**config.mk**
```make
export PLATFORM = sky130hd
export DESIGN_NAME = sensor_acq_scheduler_flat
export DESIGN_NICKNAME = d
export VERILOG_FILES = /design/src/rtl/sensor_acq_if.sv /design/src/rtl/sensor_acq_scheduler.sv /design/src/flat_wrapper.sv
export SDC_FILE = /design/constraint.sdc
export NUM_CORES = 1
export LEC_CHECK = 0
export CORE_ASPECT_RATIO = 1.4
export CORE_UTILIZATION = 40
export DETAILED_ROUTE_END_ITERATION = 16
export GPL_ROUTABILITY_DRIVEN = 0
export PLACE_DENSITY_LB_ADDON = 0.25
export SETUP_SLACK_MARGIN = 0.1
export SYNTH_ARGS = -nofsm -noshare
export SYNTH_HDL_FRONTEND = slang
export SYNTH_SLANG_ARGS = --single-unit
```
**constraint.sdc**
```tcl
create_clock -name clk -period 4.56 [get_ports clk]
set_input_delay 1.368 -clock clk [delete_from_list [all_inputs] [get_ports clk]]
set_output_delay 1.368 -clock clk [all_outputs]
set_load 0.005 [all_outputs]
```
**src/rtl/sensor_acq_if.sv**
```systemverilog
// Bundles the scheduler's control inputs and status outputs between the surrounding system and
// the acquisition scheduler core.
interface sensor_acq_if #(
    parameter int N_CH    = 10,
    parameter int CNT_W   = 16,
    parameter int RATIO_W = 16,
    parameter int OVR_W   = 8
);
    // No valid/ready pairs: send_manual_trigger, event_qualifier and irq_clear are single-cycle
    // pulses that take effect on the edge they are high for; all other inputs are levels.
    logic                    do_auto_triggering;
    logic                    send_manual_trigger;
    logic                    event_qualifier;
    logic [RATIO_W-1:0]      user_ratio;
    logic [N_CH-1:0]         en_bits;
    logic [N_CH-1:0]         done;
    logic [CNT_W-1:0]        timeout_limit;
    logic                    irq_clear;
    logic [N_CH-1:0]         en;
    logic                    trigger;
    logic                    busy;
    logic                    sched_isr;
    logic                    timeout_flag;
    logic [N_CH-1:0]         timeout_ch;
    logic [CNT_W-1:0]        count_time;
    logic [N_CH*CNT_W-1:0]   ch_time;
    logic [OVR_W-1:0]        overrun_cnt;
    logic                    dbg_state;

    modport master (
        output do_auto_triggering, send_manual_trigger, event_qualifier, user_ratio,
               en_bits, done, timeout_limit, irq_clear,
        input  en, trigger, busy, sched_isr, timeout_flag, timeout_ch, count_time,
               ch_time, overrun_cnt, dbg_state
    );

    modport slave (
        input  do_auto_triggering, send_manual_trigger, event_qualifier, user_ratio,
               en_bits, done, timeout_limit, irq_clear,
        output en, trigger, busy, sched_isr, timeout_flag, timeout_ch, count_time,
               ch_time, overrun_cnt, dbg_state
    );
endinterface

```
**src/rtl/sensor_acq_scheduler.sv**
```systemverilog
// Acquisition scheduler: counts carrier events, issues sensor-start triggers (auto or manual),
// timestamps per-channel done edges and raises an interrupt on completion or timeout.
module sensor_acq_scheduler #(
    parameter int N_CH    = 10,
    parameter int CNT_W   = 16,
    parameter int RATIO_W = 16,
    parameter int OVR_W   = 8
) (
    input  logic        clk,
    input  logic        rst,
    sensor_acq_if.slave bus
);
    typedef enum logic {S_IDLE = 1'b0, S_ACQ = 1'b1} state_t;

    state_t                r_state;
    state_t                w_state_nxt;
    logic [RATIO_W-1:0]    r_evt_cnt;
    logic                  r_queue;
    logic [N_CH-1:0]       r_done_ff;
    logic [N_CH-1:0]       r_captured;
    logic [N_CH-1:0]       r_en;
    logic [N_CH-1:0]       r_timeout_ch;
    logic                  r_trigger;
    logic                  r_isr;
    logic                  r_timeout_flag;
    logic [CNT_W-1:0]      r_count_time;
    logic [N_CH*CNT_W-1:0] r_ch_time;
    logic [OVR_W-1:0]      r_overrun;

    logic                  w_ratio_hit;
    logic                  w_in_acq;
    logic                  w_fire;
    logic                  w_complete;
    logic                  w_timeout;
    logic [N_CH-1:0]       w_rise;
    logic [N_CH-1:0]       w_cap;

    assign w_ratio_hit = bus.event_qualifier & (r_evt_cnt == bus.user_ratio);
    assign w_in_acq    = (r_state == S_ACQ);
    assign w_rise      = bus.done & ~r_done_ff;
    assign w_cap       = w_rise & r_en & ~r_captured & {N_CH{w_in_acq}};

    always_comb begin
        w_state_nxt = r_state;
        w_fire      = 1'b0;
        w_complete  = 1'b0;
        w_timeout   = 1'b0;
        case (r_state)
            S_IDLE: begin
                // With no channel enabled nothing fires and a pending manual request is kept.
                if ((|bus.en_bits) &&
                    ((bus.do_auto_triggering && w_ratio_hit) || (r_queue && bus.event_qualifier))) begin
                    w_fire      = 1'b1;
                    w_state_nxt = S_ACQ;
                end
            end
            S_ACQ: begin
                w_complete = (((r_captured | (w_rise & r_en)) & r_en) == r_en);
                w_timeout  = !w_complete && (bus.timeout_limit != '0) &&
                             (r_count_time == bus.timeout_limit);
                if (w_complete || w_timeout) begin
                    w_state_nxt = S_IDLE;
                end
            end
            default: w_state_nxt = S_IDLE;
        endcase
    end

    always_ff @(posedge clk) begin
        if (rst) begin
            r_state        <= S_IDLE;
            r_evt_cnt      <= '0;
            r_queue        <= 1'b0;
            r_done_ff      <= '0;
            r_captured     <= '0;
            r_en           <= '0;
            r_timeout_ch   <= '0;
            r_trigger      <= 1'b0;
            r_isr          <= 1'b0;
            r_timeout_flag <= 1'b0;
            r_count_time   <= '0;
            r_ch_time      <= '0;
            r_overrun      <= '0;
        end else begin
            r_state   <= w_state_nxt;
            r_done_ff <= bus.done;
            r_trigger <= w_fire;
            r_queue   <= bus.send_manual_trigger | (r_queue & ~w_fire);
            r_isr     <= w_complete | w_timeout | (r_isr & ~bus.irq_clear);

            if (w_ratio_hit) begin
                r_evt_cnt <= '0;
            end else if (bus.event_qualifier) begin
                r_evt_cnt <= r_evt_cnt + RATIO_W'(1);
            end

            if (w_fire) begin
                r_count_time <= '0;
            end else if (r_count_time != '1) begin
                r_count_time <= r_count_time + CNT_W'(1);
            end

            if (w_fire) begin
                r_en           <= bus.en_bits;
                r_captured     <= '0;
                r_timeout_flag <= 1'b0;
                r_timeout_ch   <= '0;
            end else begin
                r_captured <= r_captured | w_cap;
                if (w_timeout) begin
                    r_timeout_flag <= 1'b1;
                    r_timeout_ch   <= r_en & ~r_captured;
                end
            end

            for (int i = 0; i < N_CH; i++) begin
                if (w_cap[i]) begin
                    r_ch_time[i*CNT_W +: CNT_W] <= r_count_time;
                end
            end

            // Auto ratio hits that arrive mid-acquisition are dropped and only counted.
            if (w_in_acq && bus.do_auto_triggering && w_ratio_hit && (r_overrun != '1)) begin
                r_overrun <= r_overrun + OVR_W'(1);
            end
        end
    end

    assign bus.en           = r_en;
    assign bus.trigger      = r_trigger;
    assign bus.busy         = w_in_acq;
    assign bus.sched_isr    = r_isr;
    assign bus.timeout_flag = r_timeout_flag;
    assign bus.timeout_ch   = r_timeout_ch;
    assign bus.count_time   = r_count_time;
    assign bus.ch_time      = r_ch_time;
    assign bus.overrun_cnt  = r_overrun;
    assign bus.dbg_state    = r_state;
endmodule
```
**src/flat_wrapper.sv**
```systemverilog
// flat-port wrapper written by rule: the top's interface ports become plain ports
module sensor_acq_scheduler_flat 
#(
    parameter int N_CH    = 10,
    parameter int CNT_W   = 16,
    parameter int RATIO_W = 16,
    parameter int OVR_W   = 8
)
  (clk, rst, bus_do_auto_triggering, bus_send_manual_trigger, bus_event_qualifier, bus_user_ratio, bus_en_bits, bus_done, bus_timeout_limit, bus_irq_clear, bus_en, bus_trigger, bus_busy, bus_sched_isr, bus_timeout_flag, bus_timeout_ch, bus_count_time, bus_ch_time, bus_overrun_cnt, bus_dbg_state);
  sensor_acq_if #(.N_CH(N_CH), .CNT_W(CNT_W), .RATIO_W(RATIO_W), .OVR_W(OVR_W)) bus_i ();
  input  logic clk;
  input  logic rst;
  input wire logic [$bits(bus_i.do_auto_triggering)-1:0] bus_do_auto_triggering;
  input wire logic [$bits(bus_i.send_manual_trigger)-1:0] bus_send_manual_trigger;
  input wire logic [$bits(bus_i.event_qualifier)-1:0] bus_event_qualifier;
  input wire logic [$bits(bus_i.user_ratio)-1:0] bus_user_ratio;
  input wire logic [$bits(bus_i.en_bits)-1:0] bus_en_bits;
  input wire logic [$bits(bus_i.done)-1:0] bus_done;
  input wire logic [$bits(bus_i.timeout_limit)-1:0] bus_timeout_limit;
  input wire logic [$bits(bus_i.irq_clear)-1:0] bus_irq_clear;
  output wire logic [$bits(bus_i.en)-1:0] bus_en;
  output wire logic [$bits(bus_i.trigger)-1:0] bus_trigger;
  output wire logic [$bits(bus_i.busy)-1:0] bus_busy;
  output wire logic [$bits(bus_i.sched_isr)-1:0] bus_sched_isr;
  output wire logic [$bits(bus_i.timeout_flag)-1:0] bus_timeout_flag;
  output wire logic [$bits(bus_i.timeout_ch)-1:0] bus_timeout_ch;
  output wire logic [$bits(bus_i.count_time)-1:0] bus_count_time;
  output wire logic [$bits(bus_i.ch_time)-1:0] bus_ch_time;
  output wire logic [$bits(bus_i.overrun_cnt)-1:0] bus_overrun_cnt;
  output wire logic [$bits(bus_i.dbg_state)-1:0] bus_dbg_state;
  assign bus_i.do_auto_triggering = bus_do_auto_triggering;
  assign bus_i.send_manual_trigger = bus_send_manual_trigger;
  assign bus_i.event_qualifier = bus_event_qualifier;
  assign bus_i.user_ratio = bus_user_ratio;
  assign bus_i.en_bits = bus_en_bits;
  assign bus_i.done = bus_done;
  assign bus_i.timeout_limit = bus_timeout_limit;
  assign bus_i.irq_clear = bus_irq_clear;
  assign bus_en = bus_i.en;
  assign bus_trigger = bus_i.trigger;
  assign bus_busy = bus_i.busy;
  assign bus_sched_isr = bus_i.sched_isr;
  assign bus_timeout_flag = bus_i.timeout_flag;
  assign bus_timeout_ch = bus_i.timeout_ch;
  assign bus_count_time = bus_i.count_time;
  assign bus_ch_time = bus_i.ch_time;
  assign bus_overrun_cnt = bus_i.overrun_cnt;
  assign bus_dbg_state = bus_i.dbg_state;
  sensor_acq_scheduler #(.N_CH(N_CH), .CNT_W(CNT_W), .RATIO_W(RATIO_W), .OVR_W(OVR_W)) u_core (.clk(clk), .rst(rst), .bus(bus_i));
endmodule
```
Word-level counts from Yosys, hierarchy flattened --
Index checks and enable logic that the tools add are counted.
Word-level totals: bits of input ports 58, logic and storage cells 70, output and inout port bits 209, register bits after elaboration 245
Operators by class: equality and inequality tests 5, reduce and logical (&&, ||, !) cells 15, muxes and demuxes 6, bitwise logic cells 19, add/subtract/negate cells 3
Operators with widths (count):
- 10-bit bitwise AND | 6
- 16-bit by 1-bit adder with 16-bit output, second input constant | 2
- 16-bit equality test | 2
- 10-bit NOT | 2
- 10-bit OR | 2
- 16-bit inequality test, second input constant | 1
- 16-bit nonzero test | 1
- 10-bit equality test | 1
- 10-bit OR reduction | 1
- 8-bit by 1-bit adder with 8-bit output, second input constant | 1
- 1-bit logical AND | 8
- 8-bit inequality test, second input constant | 1
- 1-bit 2-to-1 mux | 5
- 2-bit OR reduction | 2
- 1-bit bitwise AND | 3
- 1-bit NOT | 3
- 1-bit OR | 3
- 1-bit logical OR | 2
- 1-bit one-hot mux with 2 select lines | 1
- 1-bit logical NOT | 1

Longest topological paths before layout --
depth in word-level cells 12, mapped depth 8, mapped depth without buffers 7

Worst setup path after synthesis --
OpenSTA, ideal clock, no wires.
path kind input -> register, start input bus_done[0], end register u_core.r_timeout_ch[0] (netlist: u_core.bus.timeout_ch[0]), stages 7, setup slack 1.607 ns, path buffers 1, data required time 4.444 ns, library setup time 0.116 ns, data arrival time 2.837 ns, cell sequence nor2b_1 > o32a_1 > and3_1 > a2111oi_2 > buf_6 > mux2i_1 > nor2_2
On the way: word-level cells in the longest chain between the ends 9
RTL lines:
- start: declaration | line flat_wrapper.sv:18 | input wire logic [$bits(bus_i.done)-1:0] bus_done;
- 10-bit bitwise AND | line sensor_acq_scheduler.sv:40 | assign w_rise = bus.done & ~r_done_ff;
- 10-bit bitwise AND | line sensor_acq_scheduler.sv:58 | w_complete = (((r_captured | (w_rise & r_en)) & r_en) == r_en);
- 10-bit OR | line sensor_acq_scheduler.sv:58
- 10-bit bitwise AND | line sensor_acq_scheduler.sv:58
- 10-bit equality test | line sensor_acq_scheduler.sv:58
- 1-bit logical NOT | line sensor_acq_scheduler.sv:59 | w_timeout = !w_complete && (bus.timeout_limit != '0) &&
- 1-bit logical AND (2 in a row) | line sensor_acq_scheduler.sv:59
- 1-bit 2-to-1 mux | line sensor_acq_scheduler.sv:48 | case (r_state)
- end signal: assignment | line sensor_acq_scheduler.sv:112 | r_timeout_ch <= r_en & ~r_captured;
- end: declaration | line sensor_acq_scheduler.sv:22 | logic [N_CH-1:0] r_timeout_ch;
No other way between the ends. A chain may end at the register's enable or synchronous reset.

Worst setup path after layout --
start register u_core.r_count_time[10] (netlist: u_core.bus.count_time[10]), end output bus_count_time[10]
RTL lines:
- start: declaration | line sensor_acq_scheduler.sv:26 | logic [CNT_W-1:0] r_count_time;
- start signal: assignment | line sensor_acq_scheduler.sv:100 | r_count_time <= r_count_time + CNT_W'(1);
- end: declaration | line flat_wrapper.sv:27 | output wire logic [$bits(bus_i.count_time)-1:0] bus_count_time;
No word-level cell between the ends.

==> results.tsv <==
stage	metric	value	unit
run_status	status	complete, no violations	
sta	timing.final.crit_share	0.7722	
critical_path	reg2regPathDepth	7	
critical_path	path_max_fanout	14	
critical_path	cp_top_family	flip-flops	
die	die_x	132.2	µm
placed_design	pre_cts_ws	0.6433	ns
synthesis	netlist_instances	1154	
die	ios	267	
hold_path	hold_path_end	u_core.bus.ch_time[127]	
power	p_leak	0.004485	µW
synthesis	synthFlopType	dfxtp_1	
synthesis	synth_seq_area_share	0.5168	
die	fp.dieH	184.3	µm
sta	fin_crit	3.521	ns
die	initial_core_util	0.4075	
critical_path	reg2reg_from	u_core.bus.count_time[10]	
synthesis	ys_warn_count	0	
sta	setup_viol	0	
routing	firstDrtPassIters	6	
routing	via_per_inst	5.046	
cells_and_area	fillers	2207	
synthesis	synth_top_family_by_area	simple AND/OR/NAND/NOR gates	
routing	ant_nets	0	
critical_path	worstPathArrival	2.15	ns
critical_path	cpPeakStageDelay	0.98	ns
sta	max-slew-margin-rel	0.3259	
hold_path	hold_start	u_core.bus.ch_time[127]	
die	dieArea	0.02435	mm²
synthesis	netlist_area	0.009490	mm²
critical_path	path_buf_inv	1	
synthesis	synthAdderAreaFrac	0.003955	
critical_path	critPathKind	flip-flop to output port	
critical_path	timing.rr.end	u_core.bus.timeout_ch[4]	
cts	numCtsBuffers	24	
cts	cts_num_sinks	245	
cells_and_area	nets	1441	
sta	skew	0.009594	ns
cts	post_cts_buffers	0	
cells_and_area	n_antenna_cell	0	
synthesis	synth.net_count	1215	
hold_path	hold_path_class	flip-flop to flip-flop	
synthesis	synth-simple-area-share	0.2514	
synthesis	ys_types	43	
sta	setup_tns	0	ns
synthesis	avgSynthCellArea	8.224	µm²
grt	antenna_found_initial	0	
synthesis	async_flop_share	0	
sta	rsz0062_at_grt	false	
routing	drtIter0Drc	560	
critical_path	timing.critical_path.cells	clkdlybuf4s50_1	
cts	root_buffer	clkbuf_16	
grt	use_met1	0.2888	
sta	tightest_slew	1.010	ns
job	maxCapViolations	0	
critical_path	end_kind	output port	
sta	setup_slack	1.039	ns
cts	htreeDepth	1	
critical_path	rrSetupSlack	1.65	ns
critical_path	crit_required	3.19	ns
power	power_per_cell_area	328.3	mW/mm²
cells_and_area	final_common_cell	nand2_1	
synthesis	synth-xor-area-share	0.05722	
synthesis	synth_seq_cells	245	
grt	grt_max_degree	169	
die	core-area	0.02329	mm²
synthesis	synthMuxAreaShare	0.01477	
routing	drc	0	
cts	clock_latency	0.51	ns
cells_and_area	layout-drive-gt1-share	0.05874	
cts	cts_tree	yes	
grt	grt_most_used_layer	met2	
die	core.rowCount	66	
cells_and_area	synthToLayoutAreaGrowth	38.04	%
sta	hold_viol	0	
grt	met3_usage	0.03960	
grt	grt_pass1_vias	8232	
cts	cts_resized	0	
grt	grt_use_met2	0.4432	
grt	grt_pass1_wl	46.78	mm
sta	fmax	284.0	MHz
power	ir_worst_vdd	0.3246	mV
cts	clock_path_buffers	3	
cells_and_area	final_cell_mix	nand2_1 (337), clkdlybuf4s50_1 (265), dfxtp_1 (245)	
sta	slew_violations	0	
grt	grt_usage	0.2495	
synthesis	synth_compound_area_frac	0.1134	
routing	vias	8588	
critical_path	slowest_stage	dfxtp_1	
cts	cts_hold_buf	0	
grt	overflow	0	
synthesis	synth-edff-count	0	
critical_path	cp-start-kind	flip-flop	
routing	wirelength	30.70	mm
placed_design	hpwl	21.14	mm
cts	clk_pin_slew_worst_paths	0.06	ns
hold_path	whs_path_depth	2	
cells_and_area	final_core_util	0.5625	
placed_design	port_buffers	266	
routing	route.detailed.wl_per_inst	18.04	µm
==> area by class of cell <==
cell class	count	area, µm²	share of cell area
repair buffers	285	2819	0.2152
clock buffers	33	705.7	0.05387
flip-flops and latches	245	4905	0.3744
inverters	10	37.54	0.002865
clock inverters	9	55.05	0.004202
well taps	306	382.9	0.02923
multi-input cells	814	4195	0.3202
==> per-layer routing <==
layer,part of all wire,vias to the layer above
li1,-,4223
met4,0.050,0
met3,0.053,74
met2,0.50,300
met5,0,-
met1,0.40,3991
==> synthesized netlist by cell type, drive strengths merged, types with 2 or more instances <==
cell | number | area share
nor4 | 19 | 0.015
and3 | 17 | 0.011
mux2i | 14 | 0.015
nand2 | 337 | 0.13
clkbuf | 71 | 0.028
nor2b | 25 | 0.016
nor3 | 4 | 0.0032
nand4 | 13 | 0.0092
nor2 | 80 | 0.034
dfxtp | 245 | 0.52
a21oi | 166 | 0.088
ha | 3 | 0.0040
a31o | 3 | 0.0028
o21ai | 5 | 0.0038
and2 | 3 | 0.0020
nand3 | 26 | 0.014
inv | 10 | 0.0040
xor2 | 49 | 0.045
and2b | 6 | 0.0047
a22o | 11 | 0.010
and4 | 2 | 0.0018
buf | 14 | 0.010
nand2b | 7 | 0.0046
xnor2 | 13 | 0.012
o32ai | 2 | 0.0018
==> worst max path at each step <==
| stage | cells after the start | end | slack, ns | start |
|---|---|---|---|---|
| floorplan | 7 | u_core.bus.timeout_ch[0] | 1.61 | bus_done[0] |
| global placement | 8 | u_core.bus.timeout_ch[7] | 0.72 | bus_timeout_limit[5] |
| detailed placement | 8 | u_core.bus.timeout_ch[4] | 0.64 | bus_timeout_limit[5] |
| CTS | 1 | bus_count_time[10] | 0.96 | u_core.bus.count_time[10] |
| global route | 1 | bus_count_time[10] | 0.98 | u_core.bus.count_time[10] |
| finish | 1 | bus_count_time[10] | 1.04 | u_core.bus.count_time[10] |
==> where the power goes <==
group / internal (µW) / switching [µW] / total [µW]
combinational: 99.5 / 116 / 216
clock: 1080 / 828 / 1910
sequential: 2160 / 18.8 / 2170
==> through the flow <==
stage          power [µW]  hold slack, ns  instance area (µm²)  instances
5_1_grt              4457          0.4713                13100       1702
3_5_place_dp         2438          0.4453                12340       1660
4_1_cts              4345          0.4546                13100       1702
6_report             4301          0.4535                13100       1702
2_1_floorplan        2323          0.4330                 9490       1154
3_3_place_gp         2435          0.4413                12340       1660
==> flip-flops by register name, summed over array words and instances (netlist names), 8 cells and up <==
name,count
u_core.bus.timeout_ch,10
u_core.bus.overrun_cnt,8
u_core.bus.en,10
u_core.bus.count_time,16
u_core.r_captured,10
u_core.r_evt_cnt,16
u_core.r_done_ff,10
u_core.bus.ch_time,160
==> worst min-delay path, stage by stage, from the launching register on <==
cell and delay [ns]:
dfxtp_1 0.31, nand2_1 0.05, a21oi_1 0.05
==> logic make-up after synthesis <==
family	count (synthesis)
flip-flops	245
buffers and inverters	95
AO/OA/AOI/OAI	193
AND/OR/NAND/NOR	542
XOR/XNOR	62
adder cells (fa/ha/maj)	3
multiplexers	14
Power figures use the tool's default switching activity.
